**src/rtl/blocked_matmul_accel_pkg.sv**
```systemverilog
// Shared fixed-point constants, element types, pass sequencing states and
// the row-major block index helper for the block matrix-multiply engine.
package blocked_matmul_accel_pkg;

   localparam int unsigned FX_WIDTH = 16;
   localparam int unsigned FX_FRAC  = 8;

   typedef logic signed [FX_WIDTH-1:0]   elem_t;
   typedef logic signed [2*FX_WIDTH-1:0] prod_t;

   typedef enum logic [1:0] {
      ST_LOAD,
      ST_RUN,
      ST_DONE
   } pass_state_t;

   function automatic int unsigned blk_idx(input int unsigned r,
                                           input int unsigned c,
                                           input int unsigned n);
      return r * n + c;
   endfunction

endpackage

```
**src/rtl/blocked_matmul_accel_if.sv**
```systemverilog
// Block-fetch / controller side bus of the matmul accelerator: A and B chunks
// in, accumulator clear in, finish / done / C block out.
interface blocked_matmul_accel_if
   import blocked_matmul_accel_pkg::*;
#(
   parameter int unsigned WIDTH      = FX_WIDTH,
   parameter int unsigned CHUNK_SIZE = 4
);
   logic                          reset_acc;
   logic [WIDTH*CHUNK_SIZE-1:0]   input_w;
   logic [WIDTH*CHUNK_SIZE-1:0]   input_n;
   logic                          systolic_finish;
   logic                          accumulator_done;
   logic [WIDTH*CHUNK_SIZE-1:0]   out;

   modport master (
      output reset_acc, input_w, input_n,
      input  systolic_finish, accumulator_done, out
   );

   modport slave (
      input  reset_acc, input_w, input_n,
      output systolic_finish, accumulator_done, out
   );
endinterface

```
**src/rtl/blocked_matmul_accel_pe.sv**
```systemverilog
// Output-stationary systolic PE: forwards west data east and north data south,
// accumulates the full-width signed product, presents the Q-shifted result.
module systolic_pe #(
   parameter int unsigned WIDTH      = 16,
   parameter int unsigned FRAC_WIDTH = 8
) (
   input  logic             clk,
   input  logic             rst_n,
   input  logic [WIDTH-1:0] w_i,
   input  logic [WIDTH-1:0] n_i,
   output logic [WIDTH-1:0] e_o,
   output logic [WIDTH-1:0] s_o,
   output logic [WIDTH-1:0] res_o
);
   logic [WIDTH-1:0]   e_q, s_q;
   logic [2*WIDTH-1:0] sum_q, sum_d;
   logic [2*WIDTH-1:0] w_ext, n_ext, prod;

   // Low 2*WIDTH bits of the product of sign-extended operands equal the signed product.
   assign w_ext = {{WIDTH{w_i[WIDTH-1]}}, w_i};
   assign n_ext = {{WIDTH{n_i[WIDTH-1]}}, n_i};
   assign prod  = w_ext * n_ext;
   assign sum_d = sum_q + prod;

   always_ff @(posedge clk or negedge rst_n) begin
      if (!rst_n) begin
         e_q   <= '0;
         s_q   <= '0;
         sum_q <= '0;
      end else begin
         e_q   <= w_i;
         s_q   <= n_i;
         sum_q <= sum_d;
      end
   end

   assign e_o   = e_q;
   assign s_o   = s_q;
   assign res_o = sum_q[FRAC_WIDTH +: WIDTH];
endmodule

```
**src/rtl/blocked_matmul_accel.sv**
```systemverilog
// Block matmul engine: NxN output-stationary systolic array fed from skewed
// block registers, plus a K-pass block accumulator on a separate sync clear.
module blocked_matmul_accel
   import blocked_matmul_accel_pkg::*;
#(
   parameter int unsigned WIDTH           = FX_WIDTH,
   parameter int unsigned FRAC_WIDTH      = FX_FRAC,
   parameter int unsigned BLOCK_SIZE      = 2,
   parameter int unsigned CHUNK_SIZE      = 4,
   parameter int unsigned INNER_DIMENSION = 4
) (
   input  logic                  clk,
   input  logic                  rst_n,
   blocked_matmul_accel_if.slave bus
);
   localparam int unsigned N      = BLOCK_SIZE;
   localparam int unsigned K      = INNER_DIMENSION / BLOCK_SIZE;
   localparam int unsigned CNT_W  = $clog2(3 * N);
   localparam int unsigned PASS_W = $clog2(K + 1);
   localparam logic [CNT_W-1:0]  CNT_LAST  = CNT_W'(3 * N - 2);
   localparam logic [PASS_W-1:0] PASS_LAST = PASS_W'(K - 1);

   pass_state_t       state_q, state_d;
   logic [CNT_W-1:0]  cnt_q, cnt_d;
   logic              armed_q, armed_d;
   logic              load;
   logic              acc_event;

   logic [WIDTH-1:0]  w_skew_q [CHUNK_SIZE];
   logic [WIDTH-1:0]  n_skew_q [CHUNK_SIZE];
   logic [WIDTH-1:0]  west_feed  [N];
   logic [WIDTH-1:0]  north_feed [N];
   logic [WIDTH-1:0]  east  [N][N];
   logic [WIDTH-1:0]  south [N][N];
   logic [WIDTH-1:0]  prod  [CHUNK_SIZE];

   logic [WIDTH-1:0]  acc_q [CHUNK_SIZE];
   logic [PASS_W-1:0] pass_cnt_q;
   logic              done_q;
   logic [WIDTH*CHUNK_SIZE-1:0] out_flat;
   logic              unused_edges;

   always_ff @(posedge clk or negedge rst_n) begin
      if (!rst_n) begin
         state_q <= ST_LOAD;
         cnt_q   <= '0;
         armed_q <= 1'b1;
      end else begin
         state_q <= state_d;
         cnt_q   <= cnt_d;
         armed_q <= armed_d;
      end
   end

   always_comb begin
      state_d = state_q;
      cnt_d   = cnt_q;
      armed_d = armed_q;
      load    = 1'b0;
      unique case (state_q)
         ST_LOAD: begin
            load    = 1'b1;
            cnt_d   = CNT_W'(1);
            state_d = ST_RUN;
         end
         ST_RUN: begin
            cnt_d = cnt_q + 1'b1;
            if (cnt_q == CNT_LAST) state_d = ST_DONE;
         end
         ST_DONE: armed_d = 1'b0;
         default: state_d = ST_LOAD;
      endcase
   end

   assign acc_event           = (state_q == ST_DONE) && armed_q;
   assign bus.systolic_finish = (state_q == ST_DONE);

   always_ff @(posedge clk or negedge rst_n) begin
      if (!rst_n) begin
         for (int unsigned i = 0; i < CHUNK_SIZE; i++) begin
            w_skew_q[i] <= '0;
            n_skew_q[i] <= '0;
         end
      end else if (load) begin
         for (int unsigned i = 0; i < CHUNK_SIZE; i++) begin
            w_skew_q[i] <= bus.input_w[WIDTH*i +: WIDTH];
            n_skew_q[i] <= bus.input_n[WIDTH*i +: WIDTH];
         end
      end
   end

   // Step t = cnt_q-1: row i gets A(i,t-i), column i gets B(t-i,i), i.e. k = cnt_q-1-i.
   always_comb begin
      for (int unsigned i = 0; i < N; i++) begin
         west_feed[i]  = '0;
         north_feed[i] = '0;
      end
      if (state_q == ST_RUN) begin
         for (int unsigned i = 0; i < N; i++) begin
            for (int unsigned k = 0; k < N; k++) begin
               if (32'(cnt_q) == i + k + 1) begin
                  west_feed[i]  = w_skew_q[blk_idx(i, k, N)];
                  north_feed[i] = n_skew_q[blk_idx(k, i, N)];
               end
            end
         end
      end
   end

   for (genvar r = 0; r < N; r++) begin : g_row
      for (genvar c = 0; c < N; c++) begin : g_col
         logic [WIDTH-1:0] w_in, n_in;
         if (c == 0) begin : g_wfeed
            assign w_in = west_feed[r];
         end else begin : g_wchain
            assign w_in = east[r][c-1];
         end
         if (r == 0) begin : g_nfeed
            assign n_in = north_feed[c];
         end else begin : g_nchain
            assign n_in = south[r-1][c];
         end
         systolic_pe #(
            .WIDTH      (WIDTH),
            .FRAC_WIDTH (FRAC_WIDTH)
         ) u_pe (
            .clk   (clk),
            .rst_n (rst_n),
            .w_i   (w_in),
            .n_i   (n_in),
            .e_o   (east[r][c]),
            .s_o   (south[r][c]),
            .res_o (prod[r*N+c])
         );
      end
   end

   always_comb begin
      unused_edges = 1'b0;
      for (int unsigned i = 0; i < N; i++) begin
         unused_edges = unused_edges ^ (^east[i][N-1]) ^ (^south[N-1][i]);
      end
   end

   always_ff @(posedge clk) begin
      if (!bus.reset_acc) begin
         for (int unsigned i = 0; i < CHUNK_SIZE; i++) acc_q[i] <= '0;
         pass_cnt_q <= '0;
         done_q     <= 1'b0;
      end else if (acc_event) begin
         if (done_q) begin
            for (int unsigned i = 0; i < CHUNK_SIZE; i++) acc_q[i] <= prod[i];
            pass_cnt_q <= PASS_W'(1);
            done_q     <= (K == 1);
         end else begin
            for (int unsigned i = 0; i < CHUNK_SIZE; i++) acc_q[i] <= acc_q[i] + prod[i];
            pass_cnt_q <= pass_cnt_q + 1'b1;
            done_q     <= (pass_cnt_q == PASS_LAST);
         end
      end
   end

   always_comb begin
      out_flat = '0;
      for (int unsigned i = 0; i < CHUNK_SIZE; i++) out_flat[WIDTH*i +: WIDTH] = acc_q[i];
   end

   assign bus.out              = out_flat;
   assign bus.accumulator_done = done_q;
endmodule

```
**src/flat_wrapper.sv**
```systemverilog
// flat-port wrapper written by rule: the top's interface ports become plain ports
module blocked_matmul_accel_flat import blocked_matmul_accel_pkg::*;
#(
   parameter int unsigned WIDTH           = FX_WIDTH,
   parameter int unsigned FRAC_WIDTH      = FX_FRAC,
   parameter int unsigned BLOCK_SIZE      = 2,
   parameter int unsigned CHUNK_SIZE      = 4,
   parameter int unsigned INNER_DIMENSION = 4
)
  (clk, rst_n, bus_reset_acc, bus_input_w, bus_input_n, bus_systolic_finish, bus_accumulator_done, bus_out);
  blocked_matmul_accel_if #(.WIDTH(WIDTH), .CHUNK_SIZE(CHUNK_SIZE)) bus_i ();
  input  logic clk;
  input  logic rst_n;
  input wire logic [$bits(bus_i.reset_acc)-1:0] bus_reset_acc;
  input wire logic [$bits(bus_i.input_w)-1:0] bus_input_w;
  input wire logic [$bits(bus_i.input_n)-1:0] bus_input_n;
  output wire logic [$bits(bus_i.systolic_finish)-1:0] bus_systolic_finish;
  output wire logic [$bits(bus_i.accumulator_done)-1:0] bus_accumulator_done;
  output wire logic [$bits(bus_i.out)-1:0] bus_out;
  assign bus_i.reset_acc = bus_reset_acc;
  assign bus_i.input_w = bus_input_w;
  assign bus_i.input_n = bus_input_n;
  assign bus_systolic_finish = bus_i.systolic_finish;
  assign bus_accumulator_done = bus_i.accumulator_done;
  assign bus_out = bus_i.out;
  blocked_matmul_accel #(.WIDTH(WIDTH), .FRAC_WIDTH(FRAC_WIDTH), .BLOCK_SIZE(BLOCK_SIZE), .CHUNK_SIZE(CHUNK_SIZE), .INNER_DIMENSION(INNER_DIMENSION)) u_core (.clk(clk), .rst_n(rst_n), .bus(bus_i));
endmodule
```
**config.mk**
```make
export PLATFORM = sky130hd
export DESIGN_NAME = blocked_matmul_accel_flat
export DESIGN_NICKNAME = d
export VERILOG_FILES = /design/src/rtl/blocked_matmul_accel_pkg.sv /design/src/rtl/blocked_matmul_accel_if.sv /design/src/rtl/blocked_matmul_accel_pe.sv /design/src/rtl/blocked_matmul_accel.sv /design/src/flat_wrapper.sv
export SDC_FILE = /design/constraint.sdc
export NUM_CORES = 2
export LEC_CHECK = 0
export CAP_MARGIN = 5
export CORE_UTILIZATION = 35
export DETAILED_ROUTE_END_ITERATION = 10
export GPL_TIMING_DRIVEN = 0
export SYNTH_ARGS = -nofsm -noshare
export SYNTH_HDL_FRONTEND = slang
export SYNTH_SLANG_ARGS = --single-unit
```
**constraint.sdc**
```tcl
create_clock -name clk -period 13.8 [get_ports clk]
set_input_delay 2.76 -clock clk [delete_from_list [all_inputs] [get_ports clk]]
set_output_delay 2.76 -clock clk [all_outputs]
set_load 0.02 [all_outputs]
```
; Word level (Yosys, flattened, before mapping)
; Memories as Yosys holds them, arrays and structs flattened.
; Index checks and enable logic that the tools add are counted.
[totals]
ram_bits = 64
memories = 1
inputBits = 131
ff_bits = 329
[mem_list]
columns = name, depth, width, rd, rd_ports_with_merged_regs, write_ports, line
row1 = u_core.acc_q, 4, 16, 4, 0, 4, blocked_matmul_accel.sv:37  ; logic [WIDTH-1:0] acc_q [CHUNK_SIZE];
[classes]
bitwise_logic = 9
n_reduce_logical = 4
eq_ne = 8
addsub = 10
muxes = 33
multipliers = 4
[op_table]
columns = cell, count
row1 = $mux W16, 16
row2 = $add A32 B32 Y32, 4
row3 = $mul A16 B16 Y32, 4
row4 = $add A16 B16 Y16, 4
row5 = $mux W32, 2
row6 = $mux W1, 11
row7 = $or A1 B1 Y1, 8
row8 = $eq A3 B2 Y1 const B, 2
row9 = $pmux W2 S3, 1
row10 = $pmux W3 S2, 1
row11 = $eq A2 B1 Y1 const B, 2
row12 = $mux W2, 2
row13 = $add A3 B1 Y3 const B, 1
row14 = $eq A3 B1 Y1 const B, 1
row15 = $eq A3 B3 Y1 const B, 1
row16 = $add A2 B1 Y2 const B, 1
row17 = $eq A2 B2 Y1 const B, 1
row18 = $logic_not A2 Y1, 1
row19 = $ne A2 B1 Y1 const B, 1
row20 = $reduce_and A2 Y1, 1
row21 = $reduce_bool A2 Y1, 1
row22 = $logic_and A1 B1 Y1, 1
row23 = $not A1 Y1, 1

; Longest topological paths before layout
[depth]
word_depth = 7
depth_mapped = 33
mapped_depth_nobuf = 29

; By module
; From an unflattened synthesis, not the netlist that was laid out.
[unflattened]
cells_unflattened = 5333
hier_area_um2 = 51976.1
[modules_own_cells]
columns = mod, instances, area_each_um2, cells_each, seq_area_each_um2
row1 = systolic_pe at u_core.g_row[0].g_col[1].u_pe ..., 2, 10062.2, 1045, 1401.3
row2 = blocked_matmul_accel, 1, 11790.1, 1149, 5336.4
row3 = systolic_pe at u_core.g_row[1].g_col[1].u_pe, 1, 10075.9, 1058, 1401.3
row4 = systolic_pe at u_core.g_row[0].g_col[0].u_pe, 1, 9985.8, 1036, 1401.3

; Worst setup path before layout
; OpenSTA, ideal clock, no wires.
[synth_timing]
path_type = reg-to-reg
start = register u_core.cnt_q[0]
end = register u_core.g_row[0].g_col[0].u_pe.sum_q[23]
setup_slack_ns = 6.687
path_stages_with_launch = 31
required_time_ns = 13.720
t_arrival_ns = 7.033
cell_sequence = dfrtp_1 inv_1 ha_1 nor2b_2 and2_1 buf_6 buf_6 clkbuf_1 buf_1 a22o_1 nand2_1 nor2_1 fa_1 inv_1 fa_1 fa_1 fa_1 inv_1 fa_1 inv_1 fa_1 inv_1 ha_1 a21o_1 a21o_1 a21oi_1 o21ai_0 a21oi_1 a21oi_1 a211oi_1 xnor2_1
[synth_via]
elab_chain_len = 6
[synth_lines]
columns = element, line
row1 = "start, declared", blocked_matmul_accel.sv:24  ; logic [CNT_W-1:0] cnt_q, cnt_d;
row2 = "start signal, assigned", blocked_matmul_accel.sv:50  ; cnt_q <= cnt_d;
row3 = $eq A3 B1 Y1, blocked_matmul_accel.sv:101  ; if (32'(cnt_q) == i + k + 1) begin
row4 = $mux W16 (2 in series), blocked_matmul_accel.sv:101
row5 = $mux W32, blocked_matmul_accel.sv:98  ; if (state_q == ST_RUN) begin
row6 = $mul A16 B16 Y32 *, blocked_matmul_accel_pe.sv:22  ; assign prod = w_ext * n_ext;
row7 = $add A32 B32 Y32 *, blocked_matmul_accel_pe.sv:23  ; assign sum_d = sum_q + prod;
row8 = via u_core.g_row[0].g_col[0].u_pe.sum_d[23], blocked_matmul_accel_pe.sv:16  ; logic [2*WIDTH-1:0] sum_q, sum_d;
row9 = "end signal, assigned", blocked_matmul_accel_pe.sv:33  ; sum_q <= sum_d;
row10 = "end, declared", blocked_matmul_accel_pe.sv:16
; Mark *: on every way through the listed nets, which the timed path passes. The rest lies on a longest branch.
; A chain may end at the register's enable or synchronous reset.

; Worst setup path in the final report
[layout_timing]
start = register u_core.cnt_q[0]
end = register u_core.g_row[1].g_col[0].u_pe.sum_q[22]
[layout_via]
elab_chain_len = 6
[layout_lines]
columns = element, line
row1 = $eq A3 B2 Y1, blocked_matmul_accel.sv:101
row2 = $mux W16, blocked_matmul_accel.sv:101
row3 = $mux W16 *, blocked_matmul_accel.sv:101
row4 = $mux W32 *, blocked_matmul_accel.sv:98
row5 = via u_core.g_row[1].g_col[0].u_pe.w_i[7], blocked_matmul_accel_pe.sv:9  ; input logic [WIDTH-1:0] w_i,
row6 = $mul A16 B16 Y32 *, blocked_matmul_accel_pe.sv:22
row7 = $add A32 B32 Y32 *, blocked_matmul_accel_pe.sv:23
row8 = via u_core.g_row[1].g_col[0].u_pe.sum_d[22], blocked_matmul_accel_pe.sv:16
row9 = "end signal, assigned", blocked_matmul_accel_pe.sv:33
row10 = "end, declared", blocked_matmul_accel_pe.sv:16
; Marks and branches as above.

==> results.md <==
- Final Hold Fails: 0
- Post-synth ARST share: 0.8144
- Final ANT Viol Nets: 0
- Worst path max stage delay: 0.63 ns
- Synth cell types: 75
- Max_cap viols: 0
- Row count: 136
- Hold path cells: 1
- Largest net degree at the start of global routing: 111
- CTS tree: built
- Most frequent cells in the layout: 1185 x inv_1, 840 x fa_1, 511 x nand2_1, 390 x ha_1, 339 x and2_1
- DIE AREA: 141300 um^2
- Vias in the first global route: 36988
- Nets: 6712
- Status: finished, final reports clean
- Port buffer count: 196
- Mapped Cells: 5104
- Syn Nets: 6465
- Placer Congestion: 0.9344
- Period Utilization, post-route: 0.6873
- Initial Util: 0.3545
- Final core utilization: 0.3982
- DR WL/cell: 19.99 um
- Reg-to-reg slack, setup: 4.32 ns
- Die height: 375.9 um
- Crit Reg-Reg Endpoint: u_core.g_row[1].g_col[0].u_pe.sum_q[22]
- Share of cells above drive strength 1: 0.04917
- Core area: 138000 um^2
- Die width: 375.9 um
- Worst setup margin: 4.316 ns
- Largest area contributor in the synthesized netlist: fa_1
- I/O Pins: 197
- Area contributors post-synth: fa_1 34%, dfrtp_1 15%, ha_1 10%
- CTS resizes: 0
- Iter 0 DRT Violations: 2147
- Total wire length: 145.0 mm
- Via/cell ratio: 4.840
- H-tree Lvls: 2
- Least-Margin Pin Slew: 1.498 ns
- Post-layout min period: 9.484 ns
- RSZ-0062 raised after global routing: false
- Syn avg cell area: 9.585 um^2
- Critical path capture point type: register
- Hold crit path type: register to register
- CP Data Required Time: 14.33 ns
- Mapped cell area: 48920 um^2
- Max-slew violations: 0
- Number of synthesized flops with an enable pin: 64
- Root buffer cell: clkbuf_16
- DR vias: 35108
- Arrival time of the worst setup path: 10.01 ns
- Post-route DRC: 0
- CTS Sinks: 361
- Clk pin slew, worst setup/hold paths: 0.07 ns
- Register area share after synthesis: 0.1909
- Max-slew headroom: 0.001647
- #FFs+latches synth: 361
- Post-DP HPWL: 121.3 mm
- # setup viols final: 0
- Crit start category: register
- Leak: 25.66 nW
- GRT Total Usage: 0.2097
- Worst Reg-to-Reg Cells: 28
- Pre-antenna DRT Iters: 5
- CTS Buf Count: 46
- Peak supply drop: 99.67 uV
- Worst reg2reg path startpoint: u_core.cnt_q[0]
- Critical Path Most Common Cell: fa_1
- Min-Delay Endpoint: u_core.g_row[1].g_col[1].u_pe.sum_q[0]
- Yosys warns: 0
- Hold path start: u_core.g_row[1].g_col[1].u_pe.sum_q[0]
- Top FF cell, synth: dfrtp_1
- Gr ovfl total: 0
- Clock buffer depth: 3
- Slowest cell on the critical path: nor2_1
- Commonest non-fill, non-tap cell in the layout: inv_1
- First-pass GRT wire length: 224.2 mm
- Worst Skew: 0.04270 ns
- Initial antenna violation count: 5
- Fmax: 105.4 MHz
- Area delta synth->final: 12.32%
- Hold-fix buffers at CTS: 0
- Pwr/cell area: 88.20 nW/um^2
- Post-synth top area share: 0.3437
- CP Max Fanout: 10
- Clock Latency Late Sink: 0.66 ns
- Post-Place Setup Slack: 4.440 ns
- Setup Buffers After CTS: 0
- Critical path class: register to register
## worst max path at each step
stage | start | endpoint | slack [ns] | cells after the start
final | u_core.cnt_q[0] | u_core.g_row[1].g_col[0].u_pe.sum_q[22] | 4.32 | 28
after global routing | u_core.cnt_q[0] | u_core.g_row[1].g_col[0].u_pe.sum_q[22] | 4.01 | 28
after CTS | u_core.cnt_q[0] | u_core.g_row[1].g_col[0].u_pe.sum_q[22] | 4.38 | 28
after detailed placement | u_core.cnt_q[0] | u_core.g_row[1].g_col[0].u_pe.sum_q[22] | 4.44 | 28
after global placement | rst_n | u_core.g_row[0].g_col[1].u_pe.sum_q[10] | -3.73 | 1
after floorplan | u_core.cnt_q[0] | u_core.g_row[0].g_col[0].u_pe.sum_q[23] | 6.69 | 30
## sequential cells by signal, indices dropped and copies added (netlist names), 3 cells and up
signal / count
u_core.g_row.g_col.u_pe.s_o: 32
u_core.g_row.g_col.u_pe.e_o: 32
u_core.w_skew_q: 64
u_core.g_row.g_col.u_pe.sum_q: 96
u_core.n_skew_q: 64
u_core.cnt_q: 3
u_core.acc_q: 64
## worst max-delay path: cells and delay by family (launching register included)
kind | cells | cell delay [ns]
adders and majority gates | 9 | 3.47
buffers and inverters | 9 | 2.40
AOI/OAI and AO/OA | 7 | 1.99
and+or+nand+nor | 2 | 0.89
DFF | 1 | 0.42
xor gates and xnor gates | 1 | 0.16
## kinds of logic after synthesis
| kind of cell | Yosys count | share of synthesized area |
|---|---|---|
| AO/OA/AOI/OAI | 411 | 0.05463 |
| XOR/XNOR | 212 | 0.03882 |
| flip-flops | 361 | 0.1909 |
| AND/OR/NAND/NOR | 1384 | 0.1336 |
| buffers and inverters | 1361 | 0.1056 |
| adder cells (fa/ha/maj) | 1230 | 0.4435 |
| multiplexers | 145 | 0.03294 |
## stage by stage
stage / area [um^2] / total power, mW / hold WS, ns / setup TNS (ns) / std cells
finish: 54950 / 4.847 / 0.4822 / 0 / 7254
global route: 54940 / 5.258 / 0.4878 / 0 / 7252
CTS: 54940 / 4.903 / 0.4841 / 0 / 7251
detailed placement: 53270 / 3.541 / 0.4711 / 0 / 7165
global placement: 53210 / 3.478 / 0.4635 / -1067.62 / 7163
floorplan: 48920 / 2.944 / 0.4423 / 0 / 5104
## cell type report
| type | count | area (um^2) |
|---|---|---|
| Antenna cell | 2 | 5.005 |
| Multi-Input combinational cell | 3382 | 34420 |
| Timing Repair Buffer | 199 | 2029 |
| Clock buffer | 53 | 1217 |
| Inverter | 1188 | 4459 |
| Buffer | 173 | 706.9 |
| Tap cell | 1863 | 2331 |
| Sequential cell | 361 | 9340 |
| Fill cell | 13754 | 83050 |
| Clock inverter | 33 | 444.2 |
## power breakdown
group          leakage (nW)  switching, mW  internal [mW]
Combinational          20.7           1.09          0.903
Sequential             4.20          0.271           1.25
Clock                 0.795          0.557          0.778
Total                  25.7           1.92           2.93
## layer usage
metal,vias up,share of wire,global-route usage
li1,15888,-,-
met1,18044,0.46,0.2959
met2,999,0.45,0.3328
met3,171,0.065,0.03660
met4,6,0.024,0.05168
met5,-,0.00023,0
## synthesized netlist by cell type (25+ instances only)
| master | count |
|---|---|
| or3_1 | 25 |
| edfxtp_1 | 64 |
| and2_1 | 339 |
| nand2b_1 | 30 |
| fa_1 | 840 |
| dfrtp_1 | 293 |
| nor3_1 | 51 |
| clkbuf_1 | 147 |
| ha_1 | 390 |
| inv_1 | 1185 |
| mux2_2 | 128 |
| nor2b_1 | 27 |
| o21ai_0 | 58 |
| xnor2_1 | 164 |
| nor2_1 | 326 |
| nand2_1 | 511 |
| xor2_1 | 44 |
| a21o_1 | 39 |
| a21oi_1 | 154 |
Note: power is estimated with default switching activity, not from simulation.
